--- src/rtl/id_ex_stage.sv ---
// ID/EX pipeline register with MEM/WB operand forwarding
// and load-use bubble insertion.
module id_ex_stage #(
  parameter int DATA_WIDTH     = 32,
  parameter int FUNCT_WIDTH    = 6,
  parameter int REG_ADDR_WIDTH = 5
) (
  input  logic                      i_clk,
  input  logic                      i_rst,
  input  logic                      i_id_valid,
  input  logic [REG_ADDR_WIDTH-1:0] i_id_rs_addr,
  input  logic [REG_ADDR_WIDTH-1:0] i_id_rt_addr,
  input  logic                      i_id_rs_used,
  input  logic                      i_id_rt_used,
  input  logic [DATA_WIDTH-1:0]     i_id_rs_data,
  input  logic [DATA_WIDTH-1:0]     i_id_rt_data,
  input  logic [DATA_WIDTH-1:0]     i_id_imm,
  input  logic                      i_id_use_imm,
  input  logic [FUNCT_WIDTH-1:0]    i_id_funct,
  input  logic [REG_ADDR_WIDTH-1:0] i_id_rd_addr,
  input  logic                      i_id_reg_write,
  input  logic                      i_id_mem_read,
  input  logic                      i_id_mem_write,
  input  logic                      i_mem_reg_write,
  input  logic [REG_ADDR_WIDTH-1:0] i_mem_rd_addr,
  input  logic [DATA_WIDTH-1:0]     i_mem_result,
  input  logic                      i_wb_reg_write,
  input  logic [REG_ADDR_WIDTH-1:0] i_wb_rd_addr,
  input  logic [DATA_WIDTH-1:0]     i_wb_result,
  input  logic                      i_hold,
  input  logic                      i_flush,
  output logic                      o_id_stall,
  output logic [DATA_WIDTH-1:0]     o_alu_op_0,
  output logic [DATA_WIDTH-1:0]     o_alu_op_1,
  output logic [FUNCT_WIDTH-1:0]    o_alu_operation,
  output logic                      o_ex_valid,
  output logic [REG_ADDR_WIDTH-1:0] o_ex_rd_addr,
  output logic                      o_ex_reg_write,
  output logic                      o_ex_mem_read,
  output logic                      o_ex_mem_write,
  output logic [DATA_WIDTH-1:0]     o_ex_store_data
);

  typedef struct packed {
    logic                      valid;
    logic [REG_ADDR_WIDTH-1:0] rs_addr;
    logic [REG_ADDR_WIDTH-1:0] rt_addr;
    logic                      rs_used;
    logic                      rt_used;
    logic [DATA_WIDTH-1:0]     rs_data;
    logic [DATA_WIDTH-1:0]     rt_data;
    logic [DATA_WIDTH-1:0]     imm;
    logic                      use_imm;
    logic [FUNCT_WIDTH-1:0]    funct;
    logic [REG_ADDR_WIDTH-1:0] rd_addr;
    logic                      reg_write;
    logic                      mem_read;
    logic                      mem_write;
  } id_ex_t;

  id_ex_t ex_q;
  id_ex_t id_d;
  logic   load_use;
  logic   rs_hit;
  logic   rt_hit;
  logic [DATA_WIDTH-1:0] fwd_rs;
  logic [DATA_WIDTH-1:0] fwd_rt;

  // An empty ID slot must not carry side-effecting controls into EX.
  always_comb begin
    id_d           = '0;
    id_d.valid     = i_id_valid;
    id_d.rs_addr   = i_id_rs_addr;
    id_d.rt_addr   = i_id_rt_addr;
    id_d.rs_used   = i_id_rs_used;
    id_d.rt_used   = i_id_rt_used;
    id_d.rs_data   = i_id_rs_data;
    id_d.rt_data   = i_id_rt_data;
    id_d.imm       = i_id_imm;
    id_d.use_imm   = i_id_use_imm;
    id_d.funct     = i_id_funct;
    id_d.rd_addr   = i_id_rd_addr;
    id_d.reg_write = i_id_valid & i_id_reg_write;
    id_d.mem_read  = i_id_valid & i_id_mem_read;
    id_d.mem_write = i_id_valid & i_id_mem_write;
  end

  always_comb begin
    rs_hit   = i_id_rs_used & (i_id_rs_addr == ex_q.rd_addr);
    rt_hit   = i_id_rt_used & (i_id_rt_addr == ex_q.rd_addr);
    load_use = ex_q.valid & ex_q.mem_read
             & (ex_q.rd_addr != '0) & i_id_valid
             & (rs_hit | rt_hit);
  end

  assign o_id_stall = ~i_flush & (i_hold | load_use);

  always_ff @(posedge i_clk) begin
    if (i_rst) begin
      ex_q <= '0;
    end else if (i_flush) begin
      ex_q <= '0;
    end else if (i_hold) begin
      ex_q <= ex_q;
    end else if (load_use) begin
      ex_q <= '0;
    end else begin
      ex_q <= id_d;
    end
  end

  // MEM is the younger producer, so it wins over WB.
  function automatic logic [DATA_WIDTH-1:0] fwd(
    input logic [REG_ADDR_WIDTH-1:0] addr,
    input logic [DATA_WIDTH-1:0]     data
  );
    logic [DATA_WIDTH-1:0] r;
    r = data;
    if (addr == '0) begin
      r = data;
    end else if (i_mem_reg_write && (i_mem_rd_addr == addr)) begin
      r = i_mem_result;
    end else if (i_wb_reg_write && (i_wb_rd_addr == addr)) begin
      r = i_wb_result;
    end
    return r;
  endfunction

  always_comb begin
    fwd_rs = fwd(ex_q.rs_addr, ex_q.rs_data);
    fwd_rt = fwd(ex_q.rt_addr, ex_q.rt_data);
  end

  assign o_alu_op_0      = fwd_rs;
  assign o_alu_op_1      = ex_q.use_imm ? ex_q.imm : fwd_rt;
  assign o_ex_store_data = fwd_rt;
  assign o_alu_operation = ex_q.funct;
  assign o_ex_valid      = ex_q.valid;
  assign o_ex_rd_addr    = ex_q.rd_addr;
  assign o_ex_reg_write  = ex_q.reg_write;
  assign o_ex_mem_read   = ex_q.mem_read;
  assign o_ex_mem_write  = ex_q.mem_write;

endmodule

--- config.mk ---
export PLATFORM = sky130hd
export DESIGN_NAME = id_ex_stage
export DESIGN_NICKNAME = d
export VERILOG_FILES = /design/src/rtl/id_ex_stage.sv
export SDC_FILE = /design/constraint.sdc
export NUM_CORES = 1
export LEC_CHECK = 0
export ABC_AREA = 1
export ABC_CLOCK_PERIOD_IN_PS = 1810
export CAP_MARGIN = 15
export CORE_UTILIZATION = 45
export CTS_CLUSTER_DIAMETER = 50
export DETAILED_ROUTE_END_ITERATION = 12
export PLACE_DENSITY_LB_ADDON = 0.2
export RECOVER_POWER = 50
export SLEW_MARGIN = 20
export SYNTH_ARGS = -nofsm -noshare
export SYNTH_HDL_FRONTEND = slang
export SYNTH_SLANG_ARGS = --single-unit
--- constraint.sdc ---
create_clock -name i_clk -period 1.81 [get_ports i_clk]
set_input_delay 0.181 -clock i_clk [delete_from_list [all_inputs] [get_ports i_clk]]
set_output_delay 0.181 -clock i_clk [all_outputs]
set_load 0.1 [all_outputs]
==> results.py <==
metrics = {
    "timing": {
        "setup_ws_ps": -760.1,
        "final_hold_viol_count": 0,
        "grt_setup_unrepaired": "yes",
        "holdWs_ps": 239.8,
        "fmax_mhz": 389.1,
        "max_slew_margin_pct": 53.53,
        "slew_viol_final": 0,
        "finalClockSkew_ps": 7.286,
        "finalCriticalPeriod_ps": 2570,
        "setup_violations": 137,
        "fin_crit_sh_pct": 142.0,
        "worst_pin_slew_ps": 697.0,
    },
    "worst_setup_path": {
        "crit_type": "reg -> out",
        "slowest_stage": "dfxtp_4",
        "path_cells": "inv_2 -> buf_4 -> nand2_1 -> o211ai_1 -> inv_2 -> buf_12 -> nand4_1 -> nand2_1 -> nor2_2 -> nor2_4 -> buf_12",
        "crit_path_start_kind": "flip-flop",
        "required_ps": 1630,
        "arrival_ps": 2390,
        "end_kind": "primary output",
        "critPathMaxStageDelay_ps": 370,
        "worstPathMaxFanout": 32,
    },
    "logic_synthesis": {
        "synth_area_um2": 8212,
        "ys_ff_latch": 122,
        "synth.largest_area_cell": "dfxtp_1",
        "synthTopCellsByArea": "dfxtp_1 (30%), nand2_1 (18%), nand3_1 (12%)",
        "yosys.cell_types.count": 26,
        "syn_inst": 1408,
        "yosys_warnings": 0,
        "yosysSeqAreaShare_pct": 29.74,
        "synth_top_area_share_pct": 29.74,
        "synth_nets": 1612,
        "avgSynthCellArea_um2": 5.832,
    },
    "global_route": {
        "grt_pass1_wl_mm": 49.92,
        "grt_pass1_vias": 9913,
        "grt_usage_pct": 34.60,
        "overflow": 0,
        "antenna_found_initial": 4,
        "grt_max_degree": 123,
    },
    "clock_network": {
        "holdBufCountCts": 0,
        "numCtsBuffers": 17,
        "clk_pin_slew_worst_paths_ps": 60,
        "root_buffer": "clkbuf_16",
        "cts_tree": "yes",
        "h-tree-depth": 4,
        "clk_path_buf_depth": 2,
        "clock_latency_ps": 430,
        "cts_num_sinks": 122,
    },
    "floorplanning": {
        "dieArea_um2": 18790,
        "start_util_pct": 45.87,
        "die_x_um": 137.1,
        "fp.coreArea_um2": 17900,
        "core.rowCount": 49,
        "top_level_ports": 316,
        "die_h_um": 137.1,
    },
    "placement": {
        "port_buffers": 315,
        "finalWeightedCongestion": 0.9095,
        "post-dp-hpwl_mm": 23.02,
    },
    "power_and_ir_drop": {
        "leakage_nw": 6.661,
        "p_per_area_nw_per_um2": 599.8,
        "power_frac_clock_pct": 35.2,
        "p_sw_w": 0.003387,
        "pwr-share-seq_pct": 29.8,
        "max-vdd-ir-drop_mv": 0.7545,
        "p_int_w": 0.006142,
        "power_frac_comb_pct": 35.1,
        "swShare_pct": 35.54,
    },
    "detailed_routing": {
        "drc": 0,
        "drt_iter0_markers": 1277,
        "routed_wirelength_mm": 42.65,
        "first_pass_iters": 6,
        "postRouteAntennaNets": 0,
        "via_per_inst": 5.985,
        "drt-wirelength-per-cell_um": 21.74,
        "vias": 11742,
    },
    "status": {
        "status": "complete, but fails checks",
        "violations": "negative setup slack",
    },
    "run": {
        "cap_violations": 0,
    },
    "layout": {
        "final_nets": 1923,
        "final_common_cell": "nand2_1",
        "final_util_pct": 88.74,
        "syn_to_final_growth_pct": 93.46,
        "layout_common_cells": "nand2_1 (260), clkdlybuf4s50_1 (198), nand3_1 (126)",
        "drive_gt1_share_pct": 37.72,
    },
    "worst_hold_path": {
        "hp-class": "in -> reg",
    },
}
[per-stage QoR]
step	setup TNS (ps)	area (µm²)	total power, W	cells	setup WS [ps]
finish	-53690	15890	0.009529	1962	-760.1
global route	-68720	15880	0.009754	1961	-884.7
CTS	-43580	14210	0.009035	1931	-512.9
detailed placement	-41290	13200	0.005662	1895	-482.0
global placement	-37630	13200	0.005643	1895	-475.2
floorplan	-148.1	8773	0.004461	1408	-148.1
[final timing paths]
check | start | end | slack [ps] | depth (start not counted)
setup / recovery | ex_q[119] | o_alu_op_0[15] | -760 | 11
hold / removal | i_hold | ex_q[99] | 240 | 4
setup reg to reg | o_ex_rd_addr[0] | ex_q[38] | -150 | 10
hold reg to reg | ex_q[78] | ex_q[78] | 460 | 2
[what timing repair did]
item,in CTS,in global routing
setup endpoints to repair,97,100
resized for setup,111,302
pin swaps,23,89
hold endpoints to repair,0,0
gates cloned,2,20
buffers inserted,4,10
[per-layer routing]
layer / up-vias / wire length (µm) / track usage [%]
li1: 5082 / - / -
met1: 5466 / 14400 / 38.39
met2: 913 / 20260 / 61.17
met3: 277 / 4794 / 8.741
met4: 4 / 3168 / 16.85
met5: - / 27 / 0
[registers in the layout (all words and copies together), names as in the netlist]
signal and flops:
o_ex_reg_write 1, o_ex_mem_write 1, o_ex_mem_read 1, ex_q 107, o_ex_valid 1, o_ex_rd_addr 5
o_alu_operation 6
[power groups by stage]
stage	Sequential, W	Combinational, W	Clock [W]
floorplan	0.00288	0.00158	0
global placement	0.00288	0.00277	0
finish	0.00283	0.00334	0.00335
CTS	0.00282	0.00289	0.00333
detailed placement	0.00288	0.00278	0
global route	0.00284	0.00345	0.00346
[final cells by class]
cell class	count	area, µm²
Sequential cell	122	2479
Clock inverter	8	96.34
Clock buffer	23	457.9
Multi-Input combinational cell	1033	6610
Antenna cell	2	5.005
Timing Repair Buffer	407	5414
Tap cell	229	286.5
Inverter	138	538.0
Fill cell	852	2016
[kinds of logic after synthesis]
family	after synthesis	synth area share, %
simple gates	866	46.11
buf+inv	253	13.88
compound gates	167	10.27
flops	122	29.74
[synthesized netlist by cell type, drive strengths merged]
cell type	number
nand2	391
nor2	210
nand3	195
a21oi	160
inv	137
dfxtp	122
buf	67
clkbuf	48
nand4	34
and2	32
o21ai	5
nor3	2
clkinv	1
nor4	1
o211ai	1
o22ai	1
or2	1
[worst max-delay path, delay by kind of cell (launching register included)]
family	cells	cell delay, ps
AND/OR/NAND/NOR	5	820
buffers and inverters	5	660
flip-flops	1	370
AO/OA/AOI/OAI	1	100
Note: power is estimated with default switching activity, not from simulation.
